`config.mk`:
```
export PLATFORM = sky130hd
export DESIGN_NAME = dot_cascade_n
export DESIGN_NICKNAME = d
export VERILOG_FILES = /design/src/rtl/dot_cascade_n.sv
export SDC_FILE = /design/constraint.sdc
export NUM_CORES = 1
export LEC_CHECK = 0
export CORE_MARGIN = 10
export CORE_UTILIZATION = 45
export CTS_BUF_LIST = sky130_fd_sc_hd__clkbuf_4
export DETAILED_ROUTE_END_ITERATION = 10
export GPL_ROUTABILITY_DRIVEN = 0
export GPL_TIMING_DRIVEN = 0
export HOLD_SLACK_MARGIN = 0.15
export PLACE_DENSITY = 0.74
export SLEW_MARGIN = 20
export SYNTH_ARGS = -nofsm -noshare
export SYNTH_HDL_FRONTEND = slang
export SYNTH_SLANG_ARGS = --single-unit
```
`constraint.sdc`:
```
create_clock -name clock -period 15.6 [get_ports clock]
set_clock_uncertainty 0.05 [all_clocks]
set_input_delay 2.34 -clock clock [delete_from_list [all_inputs] [get_ports clock]]
set_output_delay 2.34 -clock clock [all_outputs]
set_load 0.005 [all_outputs]
```
`src/rtl/dot_cascade_n.sv`:
```
// Signed dot-product engine: y = bias + sum(a_i*b_i) built as a systolic partial-sum cascade,
// with valid/last tagging, global clock-enable stall, optional group accumulation and wrap/saturate output.
module dot_cascade_n #(
  parameter int WIDTH     = 8,
  parameter int LANES     = 4,
  parameter int OUT_WIDTH = 8,
  parameter int ACC_WIDTH = 48,
  parameter int SATURATE  = 0,
  parameter int ACCUM     = 0
) (
  input  logic                        clock,
  input  logic                        reset,
  input  logic                        en,
  input  logic                        in_valid,
  input  logic                        in_last,
  input  logic signed [WIDTH-1:0]     bias,
  input  logic [LANES*WIDTH-1:0]      a,
  input  logic [LANES*WIDTH-1:0]      b,
  output logic                        out_valid,
  output logic signed [OUT_WIDTH-1:0] y
);
  localparam int PW  = 2 * WIDTH;
  localparam int CTL = LANES + 2;
  localparam logic signed [ACC_WIDTH-1:0] SAT_MAX =
    {{(ACC_WIDTH-OUT_WIDTH+1){1'b0}}, {(OUT_WIDTH-1){1'b1}}};
  localparam logic signed [ACC_WIDTH-1:0] SAT_MIN =
    {{(ACC_WIDTH-OUT_WIDTH+1){1'b1}}, {(OUT_WIDTH-1){1'b0}}};

  logic                        first_in_reg;
  logic signed [WIDTH-1:0]     bias_ab_reg;
  logic signed [WIDTH-1:0]     bias_m_reg;
  logic [CTL-1:0]              vld_reg;
  logic [CTL-1:0]              lst_reg;
  logic [CTL-1:0]              fst_reg;
  logic signed [ACC_WIDTH-1:0] acc_reg;
  logic signed [ACC_WIDTH-1:0] acc_next;
  logic signed [ACC_WIDTH-1:0] p_fin;

  // Control tags ride alongside the data so the tail sees the beat's own valid/last/first.
  always_ff @(posedge clock or posedge reset) begin
    if (reset) begin
      first_in_reg <= 1'b1;
      bias_ab_reg  <= '0;
      bias_m_reg   <= '0;
      vld_reg      <= '0;
      lst_reg      <= '0;
      fst_reg      <= '0;
    end else if (en) begin
      vld_reg     <= {vld_reg[CTL-2:0], in_valid};
      lst_reg     <= {lst_reg[CTL-2:0], in_valid & in_last};
      fst_reg     <= {fst_reg[CTL-2:0], first_in_reg};
      bias_ab_reg <= (ACCUM == 0 || first_in_reg) ? bias : '0;
      bias_m_reg  <= bias_ab_reg;
      if (in_valid)
        first_in_reg <= (ACCUM == 0) ? 1'b1 : in_last;
    end
  end

  for (genvar gi = 0; gi < LANES; gi++) begin : g_lane
    logic signed [WIDTH-1:0]     a_pipe [gi+1];
    logic signed [WIDTH-1:0]     b_pipe [gi+1];
    logic signed [PW-1:0]        m_reg;
    logic signed [ACC_WIDTH-1:0] m_ext;
    logic signed [ACC_WIDTH-1:0] p_in;
    logic signed [ACC_WIDTH-1:0] p_reg;

    assign m_ext = {{(ACC_WIDTH-PW){m_reg[PW-1]}}, m_reg};

    if (gi == 0) begin : g_head
      assign p_in = {{(ACC_WIDTH-WIDTH){bias_m_reg[WIDTH-1]}}, bias_m_reg};
    end else begin : g_link
      assign p_in = g_lane[gi-1].p_reg;
    end

    // Lane gi is skewed by gi cycles so its product meets the partial sum from lane gi-1.
    always_ff @(posedge clock or posedge reset) begin
      if (reset) begin
        for (int k = 0; k <= gi; k++) begin
          a_pipe[k] <= '0;
          b_pipe[k] <= '0;
        end
        m_reg <= '0;
        p_reg <= '0;
      end else if (en) begin
        a_pipe[0] <= a[gi*WIDTH +: WIDTH];
        b_pipe[0] <= b[gi*WIDTH +: WIDTH];
        for (int k = 1; k <= gi; k++) begin
          a_pipe[k] <= a_pipe[k-1];
          b_pipe[k] <= b_pipe[k-1];
        end
        m_reg <= PW'(a_pipe[gi]) * PW'(b_pipe[gi]);
        p_reg <= p_in + m_ext;
      end
    end
  end

  assign p_fin    = g_lane[LANES-1].p_reg;
  assign acc_next = (fst_reg[CTL-1] ? '0 : acc_reg) + p_fin;

  function automatic logic signed [OUT_WIDTH-1:0] fmt(input logic signed [ACC_WIDTH-1:0] v);
    if (SATURATE != 0 && v > SAT_MAX) return {1'b0, {(OUT_WIDTH-1){1'b1}}};
    if (SATURATE != 0 && v < SAT_MIN) return {1'b1, {(OUT_WIDTH-1){1'b0}}};
    return v[OUT_WIDTH-1:0];
  endfunction

  always_ff @(posedge clock or posedge reset) begin
    if (reset) begin
      acc_reg   <= '0;
      out_valid <= 1'b0;
      y         <= '0;
    end else if (en) begin
      out_valid <= 1'b0;
      if (vld_reg[CTL-1]) begin
        if (ACCUM == 0) begin
          y         <= fmt(p_fin);
          out_valid <= 1'b1;
        end else begin
          acc_reg <= acc_next;
          if (lst_reg[CTL-1]) begin
            y         <= fmt(acc_next);
            out_valid <= 1'b1;
          end
        end
      end
    end
  end

endmodule

```
; ---- Word level (Yosys, flattened, before mapping)
; Index checks and enable logic that the tools add are counted.
[totals]
elab_cells = 43
register_bits = 255
inputBits = 77
out_inout_bits = 9
[classes]
addsub = 4
mux = 1
reduce_logical = 1
multipliers = 4
[op_table]
columns = op, count
row1 = 8-bit adder, 4
row2 = 8-bit by 8-bit multiplier with 8-bit output, 4
row3 = 2-bit AND reduction, 1
row4 = 1-bit two-way mux, 1

; ---- Logic depth before layout (Yosys ltp)
[depth]
depth_word = 1
depth_mapped = 15
depth_no_buf = 15

; ---- Least setup slack after synthesis
; No wires, ideal clock.
[synth_path]
kind = reg-to-reg
start = register g_lane[3].a_pipe[0] in the netlist's numbering
end = register g_lane[3].m_reg[7]
period_less_slack_ns = 3.701
path_buffers = 0
t_arrival_ns = 3.526
path_slack_ns = 11.899
setup_time_ns = 0.125
t_required_ns = 15.425
stages_incl_launch_ff = 14
path_cell_list = dfrtp_1 -> and2_1 -> fa_1 -> fa_1 -> ha_1 -> inv_1 -> fa_1 -> inv_1 -> ha_1 -> a21o_1 -> a21oi_1 -> xnor2_1 -> xnor2_1 -> mux2_4
[synth_via]
elab_chain_cells = 1
[synth_lines]
columns = element, line
row1 = "start, declared", 60  ; logic signed [WIDTH-1:0] a_pipe [gi+1];
row2 = "start signal, assigned by index", 88  ; a_pipe[k] <= a_pipe[k-1];
row3 = 8-bit by 8-bit multiplier with 8-bit output, 91  ; m_reg <= PW'(a_pipe[gi]) * PW'(b_pipe[gi]);
row4 = "end signal, assigned", 91
row5 = "end, declared", 62  ; logic signed [PW-1:0] m_reg;
; No other way between the ends.
; A chain may end at the register's enable or synchronous reset.

; ---- Worst setup path after layout
[layout_path]
start = register g_lane[0].a_pipe[0] in the netlist's numbering
end = register g_lane[0].m_reg[7]
[layout_via]
elab_chain_cells = 1
[layout_lines]
columns = element, line
row1 = "start, declared", 60
row2 = "start signal, assigned by index", 88
row3 = 8-bit by 8-bit multiplier with 8-bit output, 91
row4 = "end signal, assigned", 91
row5 = "end, declared", 62
; No other way between the ends.

==> results.yml <==
run_status:
  run_status: "complete, no violations"
die:
  die-area_mm2: 0.03886
  initial_utilization_pct: 45.91
  die_span_x_um: 197.1
  core_mm2: 0.03075
  placement_rows: 64
  fp.dieH_um: 197.1
  io-pin-count: 86
power_and_ir_drop:
  power_leakage_nw: 7.425
  p_sw_share_pct: 34.70
  combinationalPowerShare_pct: 45.1
  max_rail_drop_vdd_mv: 0.07605
  power_density_mw_per_mm2: 172.4
  pwr-share-clk_pct: 21.0
  seq_power_share_pct: 33.9
  cellInternalPower_w: 0.001841
  design_power_total_w: 0.002819
  power_switching_w: 0.0009782
hold_path:
  hold_path_startpoint: "g_lane[3].p_reg[4]"
  min-delay-path-class: "reg2reg"
logic_synthesis:
  synth-seq-area-share_pct: 45.20
  synth.ff_latch_count: 255
  yosys.cell_count.top_type: "sky130_fd_sc_hd__dfrtp_1"
  synth_edf_count: 0
  postSynthNetCount: 1384
  synth.area.top_cells: "sky130_fd_sc_hd__dfrtp_1 (45%), sky130_fd_sc_hd__mux2_2 (18%), sky130_fd_sc_hd__ha_1 (9.2%), sky130_fd_sc_hd__fa_1 (7.4%), sky130_fd_sc_hd__xnor2_1 (5.0%)"
  ys_top_cells_by_count: "sky130_fd_sc_hd__dfrtp_1 (255), sky130_fd_sc_hd__mux2_2 (221), sky130_fd_sc_hd__inv_1 (123), sky130_fd_sc_hd__ha_1 (104), sky130_fd_sc_hd__and2_1 (85)"
  netlist.top_cell.by_area: "sky130_fd_sc_hd__dfrtp_1"
  synth_cells: 1151
  syn_area_mm2: 0.01412
  synth.top_cell.area_share_pct: 45.20
  postSynth.topFlopCell: "sky130_fd_sc_hd__dfrtp_1"
  postSynthAreaPerCell_um2: 12.27
  synth.lib_cells_used.distinct: 26
  synth.yosys.warnings: 0
  synth-async-reset-ratio_pct: 100.0
sta:
  period_needed_ps: 4004
  maxClockFrequency_mhz: 249.8
  setup-tns-final_ps: 0
  drv_slew: 0
  grt_setup_unrepaired: "false"
  slew_headroom_pct: 49.11
  final-hold-violation-count: 0
  min_period_over_period_pct: 25.66
  setup_viol: 0
  tightestPinTransition_ps: 763.3
clock_tree:
  cts.htree.levels: 3
  cts_sinks: 255
  post_cts.resized_instances: 0
  clkLatencyLatePin_ps: 680
  cts_buffers: 68
  cts_tree: "done"
  post-cts-setup-buffer-count: 0
  cts_hold_repair.buffers: 0
  clk_transition_reported_paths_ps: 60
  clock-root-buffer: "sky130_fd_sc_hd__clkbuf_4"
  cts.path.max_buffers: 3
layout:
  share_of_final_layout_standard_cells_stronger_than_drive_strength_1_pct: 26.14
  syn2layout_area_growth_pct: 15.82
  final_core_utilization_pct: 53.17
  finalNonFillerCells: 1740
  leading_registers_by_flop_count: "g_lane.a_pipe (80), g_lane.b_pipe (80)"
  layout.nets: 1539
routing:
  dr.pass1.iters: 6
  viasPerCell: 4.961
  routedWlPerCell_um: 15.49
  antenna_left: 0
  routed-via-count: 8632
  drcViolationCount: 0
  drtIter0Drc: 403
  totalWireLength_um: 26950
critical_path:
  path_max_fanout: 9
  worst_setup_path_end_kind: "flip-flop"
  worst_setup_startpoint: "g_lane[0].a_pipe[0]"
  required_ps: 16080
  r2r-start: "g_lane[0].a_pipe[0]"
  worst_setup_path_start_kind: "flip-flop"
  critPathKind: "reg2reg"
  critPathArrivalTime_ps: 4480
place:
  dpl.cell_count: 1632
  place_hpwl_um: 19630
  port_buffer_count: 83
grt:
  overflow: 0
  initial_antenna_violation_count: 1
  grt_max_degree: 104
  grtUsageTotal_pct: 14.52
  first_global_vias: 9555
  grt_pass1_wl_um: 46540
run:
  timing.max_cap.violations: 0
worst paths after layout:
path / to / slack (ps) / depth (start not counted)
worst max-delay path: g_lane[0].m_reg[7] / 11600 / 14
worst min-delay path: g_lane[3].p_reg[4] / 430 / 1
worst max register to register: g_lane[0].m_reg[7] / 11600 / 14
worst min register to register: g_lane[3].p_reg[4] / 430 / 1
max in group asynchronous: bias_ab_reg[2] / 12180 / 4
min in group asynchronous: g_lane[3].a_pipe[13] / 2040 / 2
worst max-delay path, stage by stage (launching register included):
cell and delay, ps:
sky130_fd_sc_hd__dfrtp_1 510, sky130_fd_sc_hd__nand2_1 140, sky130_fd_sc_hd__fa_1 470, sky130_fd_sc_hd__fa_1 560, sky130_fd_sc_hd__inv_1 40, sky130_fd_sc_hd__ha_1 270, sky130_fd_sc_hd__inv_1 50, sky130_fd_sc_hd__fa_1 580
sky130_fd_sc_hd__inv_1 60, sky130_fd_sc_hd__ha_1 280, sky130_fd_sc_hd__a21o_1 170, sky130_fd_sc_hd__a21oi_1 170, sky130_fd_sc_hd__xnor2_1 150, sky130_fd_sc_hd__xnor2_1 100, sky130_fd_sc_hd__mux2_4 260
kinds of logic (layout without fill, tap and decap cells):
kind of cell	Yosys count	in the layout	share of synthesized area (%)
other	0	1	0
flip-flops	255	255	45.20
XOR/XNOR	88	88	5.460
multiplexers	224	224	17.95
adder cells (fa/ha/maj)	156	156	16.59
buffers and inverters	154	346	4.254
AO/OA/AOI/OAI	83	83	3.403
AND/OR/NAND/NOR	191	191	7.144
cells in the final DEF (no fill, tap or decap), types with 7 or more instances in the layout:
master                            netlist  routed
sky130_fd_sc_hd__clkbuf_1              12      12
sky130_fd_sc_hd__buf_2                 18      18
sky130_fd_sc_hd__nand2_1               57      57
sky130_fd_sc_hd__fa_1                  52      52
sky130_fd_sc_hd__nor2_1                12      12
sky130_fd_sc_hd__clkinv_1               1       7
sky130_fd_sc_hd__o21a_1                 8       8
sky130_fd_sc_hd__nor3_1                12      12
sky130_fd_sc_hd__xor2_1                 7       7
sky130_fd_sc_hd__clkdlybuf4s50_1        0      83
sky130_fd_sc_hd__dfrtp_1              255     255
sky130_fd_sc_hd__o21ai_0               27      27
sky130_fd_sc_hd__a21oi_1               28      28
sky130_fd_sc_hd__inv_1                123     122
sky130_fd_sc_hd__and2_1                85      85
sky130_fd_sc_hd__mux2_2               221     221
sky130_fd_sc_hd__clkbuf_4               0      96
sky130_fd_sc_hd__xnor2_1               81      81
sky130_fd_sc_hd__a21o_1                12      12
sky130_fd_sc_hd__nand2b_1               7       7
sky130_fd_sc_hd__ha_1                 104     104
final cells by class:
class,instances,area [um^2]
Sequential cell,255,6381
Tap cell,396,495.5
Inverter,124,473.0
Antenna cell,1,2.502
Multi-Input combinational cell,742,7136
Buffer,30,135.1
Clock inverter,11,121.4
Fill cell,2722,14400
Clock buffer,96,720.7
Timing Repair Buffer,85,885.9
metrics by stage:
stage / cell area (um^2) / setup slack [ps] / hold slack, ps
final: 16350 / 11600 / 428.4
after global routing: 16350 / 11340 / 455.9
after CTS: 16350 / 11550 / 432.3
after detailed placement: 15510 / 11150 / 419.1
after global placement: 15440 / 3161 / 412.3
after floorplan: 14120 / 6197 / 397.8
power by group through the flow:
stage,Sequential (W),Combinational [W],Clock [W]
finish,0.000955,0.00127,0.000592
CTS,0.000957,0.00129,0.000623
floorplan,0.000917,0.00103,0
detailed placement,0.000968,0.00128,0
global placement,0.000964,0.00124,0
global route,0.000979,0.00146,0.000655
layer usage:
metal / routed length [um] / GRT usage, %
met1: 11870 / 17.61
met2: 13290 / 24.44
met3: 1376 / 3.748
met4: 409 / 5.383
met5: 0 / 0
(Power assumes the default switching activity.)
